[src/rtl/usb_rx_decode.sv]
// USB full-speed receive front end: line synchronizer, bit-timing recovery, NRZI decode, stuff and EOP detection.
// Define USB_RX_DECODE_BIT_ERROR_EN to compile in stuff-bit violation reporting on bit_error.
module usb_rx_decode #(
   parameter int CLKS_PER_BIT = 8,
   parameter int SAMPLE_POINT = 4
) (
   input  logic clk,
   input  logic rst,
   input  logic d_plus,
   input  logic d_minus,
   input  logic rx_enable,
   output logic d_orig,
   output logic shift_enable,
   output logic stuff_bit,
   output logic eop,
   output logic bit_error
);

   localparam logic [3:0] CNT_LAST   = 4'(CLKS_PER_BIT - 1);
   localparam logic [3:0] CNT_SAMPLE = 4'(SAMPLE_POINT);

   logic       dp_m, dp_s, dm_m, dm_s, dp_q;
   logic [3:0] cnt;
   logic       dp_edge, strobe, rx_bit;
   logic [2:0] ones, ones_n;
   logic [1:0] se0_cnt, se0_n;
   logic       last_dp, last_dp_n;
   logic       d_orig_n, shift_n, stuff_n, eop_n;

   always_ff @(posedge clk) begin
      if (rst) begin
         dp_m <= 1'b1;
         dp_s <= 1'b1;
         dm_m <= 1'b0;
         dm_s <= 1'b0;
         dp_q <= 1'b1;
      end else begin
         dp_m <= d_plus;
         dp_s <= dp_m;
         dm_m <= d_minus;
         dm_s <= dm_m;
         dp_q <= dp_s;
      end
   end

   assign dp_edge = (dp_s != dp_q);
   assign strobe  = (cnt == CNT_SAMPLE) && rx_enable;
   assign rx_bit  = (dp_s == last_dp);

   // Any D+ transition re-centres the bit timer, so a slightly long or short bit still gets one strobe.
   always_ff @(posedge clk) begin
      if (rst || !rx_enable || dp_edge)
         cnt <= 4'd0;
      else if (cnt == CNT_LAST)
         cnt <= 4'd0;
      else
         cnt <= cnt + 4'd1;
   end

`ifdef USB_RX_DECODE_BIT_ERROR_EN
   logic berr_n;
`endif

   always_comb begin
      ones_n    = ones;
      se0_n     = se0_cnt;
      last_dp_n = last_dp;
      d_orig_n  = d_orig;
      shift_n   = 1'b0;
      stuff_n   = 1'b0;
      eop_n     = 1'b0;
`ifdef USB_RX_DECODE_BIT_ERROR_EN
      berr_n    = 1'b0;
`endif
      if (!rx_enable) begin
         ones_n    = 3'd0;
         se0_n     = 2'd0;
         last_dp_n = 1'b1;
      end else if (strobe) begin
         if (!dp_s && !dm_s) begin
            if (se0_cnt != 2'd2)
               se0_n = se0_cnt + 2'd1;
         end else if (se0_cnt == 2'd2) begin
            eop_n     = 1'b1;
            se0_n     = 2'd0;
            ones_n    = 3'd0;
            last_dp_n = 1'b1;
         end else begin
            se0_n     = 2'd0;
            last_dp_n = dp_s;
            d_orig_n  = rx_bit;
            shift_n   = 1'b1;
            // After six ones the next bit is the stuffed zero; it is still shifted out and dropped downstream.
            if (ones == 3'd6) begin
               ones_n = 3'd0;
`ifdef USB_RX_DECODE_BIT_ERROR_EN
               berr_n = rx_bit;
`endif
            end else if (rx_bit) begin
               ones_n  = ones + 3'd1;
               stuff_n = (ones == 3'd5);
            end else begin
               ones_n = 3'd0;
            end
         end
      end
   end

   always_ff @(posedge clk) begin
      if (rst) begin
         ones         <= 3'd0;
         se0_cnt      <= 2'd0;
         last_dp      <= 1'b1;
         d_orig       <= 1'b1;
         shift_enable <= 1'b0;
         stuff_bit    <= 1'b0;
         eop          <= 1'b0;
      end else begin
         ones         <= ones_n;
         se0_cnt      <= se0_n;
         last_dp      <= last_dp_n;
         d_orig       <= d_orig_n;
         shift_enable <= shift_n;
         stuff_bit    <= stuff_n;
         eop          <= eop_n;
      end
   end

`ifdef USB_RX_DECODE_BIT_ERROR_EN
   always_ff @(posedge clk) begin
      if (rst)
         bit_error <= 1'b0;
      else
         bit_error <= berr_n;
   end
`else
   assign bit_error = 1'b0;
`endif

endmodule
[config.mk]
export PLATFORM = sky130hd
export DESIGN_NAME = usb_rx_decode
export DESIGN_NICKNAME = d
export VERILOG_FILES = /design/src/rtl/usb_rx_decode.sv
export SDC_FILE = /design/constraint.sdc
export NUM_CORES = 1
export LEC_CHECK = 0
export CAP_MARGIN = 10
export CORE_MARGIN = 3
export CORE_UTILIZATION = 48
export DETAILED_ROUTE_END_ITERATION = 8
export PLACE_DENSITY = 0.67
export SYNTH_ARGS = -nofsm -noshare
export SYNTH_HDL_FRONTEND = slang
export SYNTH_SLANG_ARGS = --single-unit
export TNS_END_PERCENT = 10
[constraint.sdc]
create_clock -name clk -period 1.8 [get_ports clk]
set_input_delay 0.36 -clock clk [delete_from_list [all_inputs] [get_ports clk]]
set_output_delay 0.36 -clock clk [all_outputs]
set_load 0.01 [all_outputs]
==> results of run 1 <==
[placed cells by master (no fill, tap or decap), types with 2 or more instances in the layout]
master and instances:
ha_1 6, or2_2 3, nand3_1 5, nand2_1 7, inv_1 8, nor3_1 2
nor2b_1 5, nand3b_1 2, nor2_1 9, xnor2_1 2, a21oi_1 4, or2_1 2
dfxtp_1 19, clkdlybuf4s50_1 8, clkbuf_4 3
[final timing paths]
check                                         start              endpoint  slack [ns]
worst min-delay path                dp_m$_SDFF_PP1_       dp_s$_SDFF_PP1_        0.43
worst max register to register    cnt[0]$_SDFF_PP0_  last_dp$_SDFFE_PP1P_        0.33
worst min register to register      dp_m$_SDFF_PP1_       dp_s$_SDFF_PP1_        0.43
worst max-delay path            d_orig$_SDFFE_PP1P_                d_orig        0.27
[registers in the layout, indices dropped and copies added (netlist names)]
register      count
last_dp           1
dm_m              1
dp_s              1
ones              3
se0_cnt           2
eop               1
dm_s              1
cnt               4
dp_q              1
stuff_bit         1
dp_m              1
shift_enable      1
d_orig            1
[metal layers]
metal / global-route usage, % / share of wire, % / routed length [um]
met5: 0 / 0 / 0
met4: 9.68 / 3.0 / 41
met3: 4.51 / 5.0 / 68
met2: 25.1 / 47 / 645
met1: 17.2 / 45 / 609
[power by group]
part	total, uW	internal [uW]	leakage (uW)	switching [uW]
Sequential	432	427	0.000154	4.65
Clock	212	86.4	0.0000150	126
Combinational	35.0	16.9	0.000194	18.1
[area by class of cell]
type	count	area [sq um]	area share [%]
timing repair buffer	9	87.6	9.30
clock buffer	4	26.3	2.79
multi-input combinational	61	398	42.2
inverter	8	30.0	3.19
tap	16	20.0	2.12
sequential	19	380	40.4
[kinds of logic (layout without fill, tap and decap cells)]
family / Yosys count / count (layout) / synth area share (%)
xor gates and xnor gates: 3 / 3 / 3.16
adders and majority gates: 6 / 6 / 9.04
AOI/OAI and AO/OA: 11 / 11 / 10.1
buffers and inverters: 11 / 21 / 6.33
and+or+nand+nor: 40 / 40 / 25.2
other: 1 / 1 / 0.451
DFF: 19 / 19 / 45.8
[synth_stat cells, drive strengths merged, types with 2 or more instances]
library cell  instances  area share [%]
dfxtp                19              46
a21oi                 4             2.4
nand3                 5             3.0
ha                    6             9.0
nor3                  2             1.2
nor2                 10             4.8
buf                   2             2.3
xnor2                 2             2.1
nor2b                 5             3.8
nand3b                2             1.8
nand2                 8             3.9
inv                   8             3.6
or2                   5             3.8
[per-stage QoR]
stage	hold WS, ns	setup slack [ns]	instance area (sq um)	total power, uW
after floorplan	0.389	0.396	831	464
after global placement	0.392	0.0505	916	476
after detailed placement	0.412	0.0200	916	477
after CTS	0.441	0.253	942	690
after global routing	0.452	0.179	942	717
final	0.430	0.269	942	679
==> out/results.ini, run 1 <==
[placement]
port_buffers = 8
place_inst = 113
dpl.hpwl_um = 1060
gp_congestion = 0.747

[routing]
ant_nets = 0
drt-pass1-iter-count = 4
vias = 615
viasPerCell = 5.26
drt_iter0_markers = 8
drcViolationCount = 0
routed_wl_um = 1360
wl_per_cell_um = 11.6

[global_routing]
grt_max_degree = 11
grt-ovfl-total = 0
grt_pass1_vias = 553
grt_usage_pct = 15.3
antenna_found_initial = 0
grt_pass1_wl_um = 2280

[cts]
insertion_delay_ns = 0.30
path_clk_slew_ns = 0.10
postCtsSetupRepairBufs = 0
cts.repair.resized = 0
clock_sinks = 19
cts_root_buf = clkbuf_4
cts_hold_buf = 0
cts-htree-levels = 1
clk_path_buf_depth = 2
cts_tree = built
cts_buffers = 3

[sta]
finalMaxSlewViolations = 0
timing.final.crit_share_pct = 85.1
setup_violations = 0
hold_violations = 0
rsz0062_at_grt = no
fin_crit_ns = 1.53
finalClockSkew_ns = 0.00126
setup_tns_ns = 0
max_clock_freq_ghz = 0.653

[setup_path]
end_kind = output pin
path_cells = clkdlybuf4s50_1
crit_fanout = 2
cpMaxStageDelayCell = clkdlybuf4s50_1
path_buf_inv = 1
cpLargestDelayFamily = buffers and inverters
path_class = flip-flop to output pin
critPathLaunchType = flip-flop
cp_num_cells = 1
slowest_delay_ns = 0.53
crit_required_ns = 1.44
arrival_ns = 1.17
r2r_cells = 6

[cells_and_area]
diodes = 0
n_fill_cell = 162
area_delta_synth_final_pct = 13.4
fin_util_pct = 60.4
fin_cells = 117
nets = 113
drive_above_1_share_pct = 10.9

[flow_run]
maxCapViolations = 0

[logic_synthesis]
synth_area_sq_um = 831
yosysWarningCount = 0
synth_top_flop_cell = dfxtp_1
synth_edf_count = 0
synth_cells = 91
ys_types = 30
synthArstFlopShare_pct = 0
synth_nets = 102
synth.avg_cell_area_sq_um = 9.13
synth-seq-area-share_pct = 45.8
ys_ff_latch = 19

[pwr]
p_leak_uw = 0.000364
ir_drop_uv = 527
power.density_nw_per_um2 = 721

[floorplan]
die-height_um = 47.6
die_x_um = 47.6
dieArea_sq_um = 2270
rows = 14
coreArea_sq_um = 1560
start_util_pct = 53.3
pin_count = 10

[min_path]
hold_class = flip-flop to flip-flop
min_path_cells = 1

[run_status]
outcome = complete, no violations

(Power assumes the default switching activity.)
==> run 2: changes to the inputs <==
--- a/config.mk
+++ b/config.mk
@@ -8,4 +8,5 @@
 export CAP_MARGIN = 10
-export CORE_MARGIN = 3
+export CORE_MARGIN = 5
 export CORE_UTILIZATION = 48
+export CTS_BUF_LIST = sky130_fd_sc_hd__clkbuf_16
 export DETAILED_ROUTE_END_ITERATION = 8
==> constraint.sdc (replaced) <==
create_clock -name clk -period 1.8 [get_ports clk]
set_input_delay 0.54 -clock clk [delete_from_list [all_inputs] [get_ports clk]]
set_output_delay 0.54 -clock clk [all_outputs]
set_load 0.01 [all_outputs]
==> out/results.ini, run 2 (synthesized netlist as in run 1, its figures left out) <==
[routing]
drt-pass1-iter-count = 2  ; was 4
drt_iter0_markers = 5  ; was 8
drcViolationCount = 0  ; unchanged
vias = 614  ; was 615
ant_nets = 0  ; unchanged
wl_per_cell_um = 11.7  ; was 11.6 um
routed_wl_um = 1420  ; was 1360 um
viasPerCell = 5.07  ; was 5.26

[setup_path]
crit_required_ns = 1.93  ; was 1.44 ns
end_kind = flip-flop  ; was output pin
crit_fanout = 5  ; was 2
path_class = input port to flip-flop  ; was flip-flop to output pin
r2r_cells = 6  ; unchanged
critPathLaunchType = input port  ; was flip-flop
arrival_ns = 1.84  ; was 1.17 ns

[cells_and_area]
final_common_cell = dfxtp_1  ; unchanged
drive_above_1_share_pct = 13.5  ; was 10.9%
largest_register = cnt  ; unchanged
fin_util_pct = 60.3  ; was 60.4%
top_regs = cnt x4, ones x3, se0_cnt x2  ; unchanged
diodes = 0  ; unchanged
most-common-layout-cells = dfxtp_1, inv_1, nor2_1  ; was dfxtp_1, nor2_1, inv_1, clkdlybuf4s50_1, nand2_1
area_delta_synth_final_pct = 22.6  ; was 13.4%
nets = 116  ; was 113
largest_reg_flops = 4  ; unchanged

[pwr]
power.density_nw_per_um2 = 894  ; was 721 nW/um^2
p_leak_uw = 0.000405  ; was 0.000364 uW
ir_drop_uv = 626  ; was 527 uV
finalPower_uw = 911  ; was 679 uW

[flow_run]
maxCapViolations = 0  ; unchanged

[sta]
hold_violations = 0  ; unchanged
max_clock_freq_ghz = 0.584  ; was 0.653 GHz
timing.final.crit_share_pct = 95.1  ; was 85.1%
fin_crit_ns = 1.71  ; was 1.53 ns
finalMaxSlewViolations = 0  ; unchanged
finalClockSkew_ns = 0.000892  ; was 0.00126 ns
holdWs_ns = 0.404  ; was 0.430 ns
setup_violations = 0  ; unchanged
rsz0062_at_grt = no  ; unchanged

[global_routing]
antenna_found_initial = 0  ; unchanged
grt_usage_pct = 12.3  ; was 15.3%
grt_max_degree = 11  ; unchanged
grt_pass1_wl_um = 2420  ; was 2280 um
grt-ovfl-total = 0  ; unchanged
grt_pass1_vias = 588  ; was 553

[floorplan]
coreArea_sq_um = 1690  ; was 1560 sq um
rows = 15  ; was 14
start_util_pct = 49.2  ; was 53.3%
die_x_um = 51.6  ; was 47.6 um
dieArea_sq_um = 2660  ; was 2270 sq um
die-height_um = 51.6  ; was 47.6 um
pin_count = 10  ; unchanged

[cts]
cts_buffers = 3  ; unchanged
cts_tree = built  ; unchanged
cts.repair.resized = 0  ; unchanged
cts-htree-levels = 1  ; unchanged
insertion_delay_ns = 0.25  ; was 0.30 ns
path_clk_slew_ns = 0.05  ; was 0.10 ns
clk_path_buf_depth = 2  ; unchanged
cts_root_buf = clkbuf_16  ; was clkbuf_4
clock_sinks = 19  ; unchanged
postCtsSetupRepairBufs = 0  ; unchanged
cts_hold_buf = 0  ; unchanged

[placement]
gp_congestion = 0.764  ; was 0.747
dpl.hpwl_um = 1080  ; was 1060 um
port_buffers = 8  ; unchanged

[min_path]
min_path_cells = 1  ; unchanged
hold_class = flip-flop to flip-flop  ; unchanged

[run_status]
outcome = complete, no violations  ; unchanged

## run 2: cell count changes in the layout (fill, tap and decap cells not counted), sizes merged
| cell | delta |
|---|---|
| inv | +1 |
| buf | +3 |
| clkbuf | -1 |
## run 2: per-layer routing
metal | up-vias | wire length [um] | GRT usage (%)
li1 | 323 | - | -
met1 | 282 | 689 | 13.4
met2 | 7 | 665 | 21.4
met3 | 2 | 44 | 2.58
met4 | 0 | 16 | 7.86
met5 | - | 0 | 0
## run 2: worst paths after layout
kind	from	endpoint	slack (ns)
worst min-delay path	dp_m$_SDFF_PP1_	dp_s$_SDFF_PP1_	0.40
worst max register to register	cnt[0]$_SDFF_PP0_	last_dp$_SDFFE_PP1P_	0.35
worst max-delay path	rx_enable	last_dp$_SDFFE_PP1P_	0.09
worst min register to register	dp_m$_SDFF_PP1_	dp_s$_SDFF_PP1_	0.40
## run 2: worst max-delay path, cell delays in order
cell             delay, ns
clkdlybuf4s50_1       0.48
nand4b_1              0.16
or2_1                 0.31
o32ai_1               0.26
nand2_1               0.09
## run 2: cell type report
class / count / area [sq um]
clock buffers: 3 / 75.1
clock inverters: 1 / 3.75
fillers: 153 / 671
inverters: 8 / 30.0
multi-input cells: 61 / 398
flip-flops and latches: 19 / 380
well taps: 17 / 21.3
repair buffers: 12 / 110
## run 2: where the power goes
| group | switching [uW] | internal [uW] |
|---|---|---|
| logic | 18.5 | 19.4 |
| registers | 4.52 | 428 |
| clock network | 145 | 295 |
| total | 168 | 742 |
## run 2: per-stage QoR
stage,worst slack [ns],TNS [ns],cell area (sq um),cells
after floorplan,0.353,0,831,91
after global placement,-0.0980,-0.550,940,117
after detailed placement,-0.139,-0.782,940,117
after CTS,0.0859,0,1020,121
after global routing,0.0385,0,1020,121
final,0.0874,0,1020,121
==> run 3: changes to the inputs <==
Settings changed: CORE_UTILIZATION 48 to 47, PLACE_DENSITY 0.67 to 0.69.
Clock period 1.8 ns to 1.55 ns, I/O delays scaled along.
==> out/results.ini, run 3 (synthesized netlist as in run 1, its figures left out) <==
[setup_path]
worstReg2RegEnd = se0_cnt[0]$_SDFFE_PP0P_  ; was last_dp$_SDFFE_PP1P_
arrival_ns = 1.58  ; was 1.84 ns
end_kind = flip-flop  ; unchanged
crit_fanout = 5  ; unchanged
crit_path_end = se0_cnt[0]$_SDFFE_PP0P_  ; was last_dp$_SDFFE_PP1P_
crit_required_ns = 1.68  ; was 1.93 ns
critPathLaunch = cnt[0]$_SDFF_PP0_  ; was rx_enable
r2r_start = cnt[0]$_SDFF_PP0_  ; unchanged
path_class = flip-flop to flip-flop  ; was input port to flip-flop
r2r_slack_ns = 0.10  ; was 0.35 ns
critPathLaunchType = flip-flop  ; was input port
r2r_cells = 7  ; was 6

[min_path]
hold_class = flip-flop to flip-flop  ; unchanged

[sta]
final.setup.worst_slack_ns = 0.103  ; was 0.0874 ns
setup_violations = 0  ; unchanged
finalMaxSlewViolations = 0  ; unchanged
finalClockSkew_ns = 0.00334  ; was 0.000892 ns
fin_crit_ns = 1.45
max_clock_freq_ghz = 0.691
hold_violations = 0  ; unchanged
timing.final.crit_share_pct = 93.4

[pwr]
seq_power_share_pct = 46.5  ; was 47.5%
power.density_nw_per_um2 = 1000  ; was 894 nW/um^2
finalPower_uw = 1080  ; was 911 uW
ir_drop_uv = 757  ; was 626 uV
pwr-share-comb_pct = 4.9  ; was 4.2%
p_sw_share_pct = 19.3  ; was 18.5%
power_frac_clock_pct = 48.7  ; was 48.3%
p_leak_uw = 0.000451  ; was 0.000405 uW
power_switching_uw = 208  ; was 168 uW
internal-power_uw = 870  ; was 742 uW

[cts]
path_clk_slew_ns = 0.05  ; about the same
insertion_delay_ns = 0.25  ; about the same
cts-htree-levels = 1  ; unchanged
cts_root_buf = clkbuf_16  ; unchanged
clock_sinks = 19  ; unchanged
cts_hold_buf = 0  ; unchanged
cts_tree = built  ; unchanged
cts_buffers = 3  ; unchanged
clk_path_buf_depth = 2  ; unchanged

[global_routing]
grt-ovfl-total = 0  ; unchanged
grt_pass1_vias = 645  ; was 588
grt_pass1_wl_um = 2750  ; was 2420 um
grt_use_met2_pct = 23.0  ; was 21.4%
met3_usage_pct = 3.44  ; was 2.58%
use_met1_pct = 15.9  ; was 13.4%
antenna_found_initial = 0  ; unchanged
grt_max_degree = 12  ; was 11
top_usage_layer = met2  ; unchanged
grt_usage_pct = 14.0  ; was 12.3%

[routing]
drt_iter0_markers = 3  ; was 5
ant_nets = 0  ; unchanged
drcViolationCount = 0  ; unchanged
wl_per_cell_um = 11.5  ; was 11.7 um
viasPerCell = 4.73  ; was 5.07
vias = 629  ; was 614
drt-pass1-iter-count = 3  ; was 2
routed_wl_um = 1530  ; was 1420 um

[placement]
gp_congestion = 0.686  ; was 0.764
place_inst = 129  ; was 117
dpl.hpwl_um = 1110  ; was 1080 um
port_buffers = 8  ; unchanged
post-place-ws_ns = -0.310  ; was -0.139 ns

[floorplan]
die-height_um = 52.0  ; was 51.6 um
pin_count = 10  ; unchanged
start_util_pct = 48.6  ; was 49.2%
rows = 15  ; unchanged
coreArea_sq_um = 1710  ; was 1690 sq um
die_x_um = 52.0  ; was 51.6 um
dieArea_sq_um = 2710  ; was 2660 sq um

[cells_and_area]
area_delta_synth_final_pct = 29.4  ; was 22.6%
final_common_cell = dfxtp_1  ; unchanged
largest_register = cnt  ; unchanged
diodes = 0  ; unchanged
drive_above_1_share_pct = 20.4  ; was 13.5%
fin_util_pct = 62.9  ; was 60.3%
seq_area_sq_um = 380  ; unchanged
fin_cells = 133  ; was 121
most-common-layout-cells = dfxtp_1, nor2_1, inv_1, buf_4, nand2_1  ; was dfxtp_1, inv_1, nor2_1
multi_input_area_sq_um = 415  ; was 398 sq um
n_fill_cell = 149  ; was 153
top_regs = cnt x4, ones x3, se0_cnt x2  ; unchanged
largest_reg_flops = 4  ; unchanged
nets = 120  ; was 116

[run_status]
outcome = complete, no violations  ; unchanged

[flow_run]
maxCapViolations = 0  ; unchanged

[run 3: cell types whose count changed in the layout (fill, tap and decap cells not counted), sizes merged]
cell,before,now
buf,4,8
clkdlybuf4s50,8,3
clkinv,0,1
dlygate4sd2,0,4
dlymetal6s2s,0,1
inv,9,8
[run 3: power by group through the flow]
stage          Clock, uW  Sequential, uW  Combinational [uW]
2_1_floorplan          0             510                28.0
3_3_place_gp           0             511                51.6
3_5_place_dp           0             512                52.1
4_1_cts              536             501                52.4
5_1_grt              570             502                59.5
6_report             524             501                52.4
[run 3: timing repair]
action                                  4_1_cts  5_1_grt
endpoints found under the setup margin       11        7
resized for setup                             6        3
pin swaps                                     1        2
setup buffers                                 0        0
[run 3: worst min-delay path by stage]
stage | startpoint | end | depth (start not counted)
2_1_floorplan | dp_m$_SDFF_PP1_ | dp_s$_SDFF_PP1_ | 1
4_1_cts | dp_m$_SDFF_PP1_ | dp_s$_SDFF_PP1_ | 1
3_3_place_gp | dp_m$_SDFF_PP1_ | dp_s$_SDFF_PP1_ | 1
3_5_place_dp | dp_m$_SDFF_PP1_ | dp_s$_SDFF_PP1_ | 1
6_report | dp_m$_SDFF_PP1_ | dp_s$_SDFF_PP1_ | 1
5_1_grt | dp_m$_SDFF_PP1_ | dp_s$_SDFF_PP1_ | 1
[run 3: per-layer routing]
metal / vias to the layer above / share of wire, %
li1: 331 / -
met1: 287 / 47
met2: 8 / 48
met3: 3 / 3.5
met4: 0 / 1.9
met5: - / 0
[run 3: per-stage QoR]
step	hold WS (ns)	cell area [sq um]	setup TNS, ns
finish	0.412	1070	0
global route	0.454	1070	-0.00843
CTS	0.415	1060	-0.0174
detailed placement	0.402	980	-2.31
global placement	0.395	980	-1.94
floorplan	0.389	831	0
[run 3: cell type report]
cell class / count / area share [%]
well taps: 25 / 2.91
multi-input cells: 61 / 38.6
clock buffers: 3 / 6.98
inverters: 8 / 2.79
flip-flops and latches: 19 / 35.4
clock inverters: 1 / 0.466
repair buffers: 16 / 12.8
[run 3: worst max-delay path, stage by stage, from the launching register on]
cell and delay [ns]:
dfxtp_1 0.32, inv_1 0.07, ha_1 0.15, nand4b_1 0.18, or2_4 0.33, buf_4 0.14, nand3_1 0.08, a21oi_1 0.06
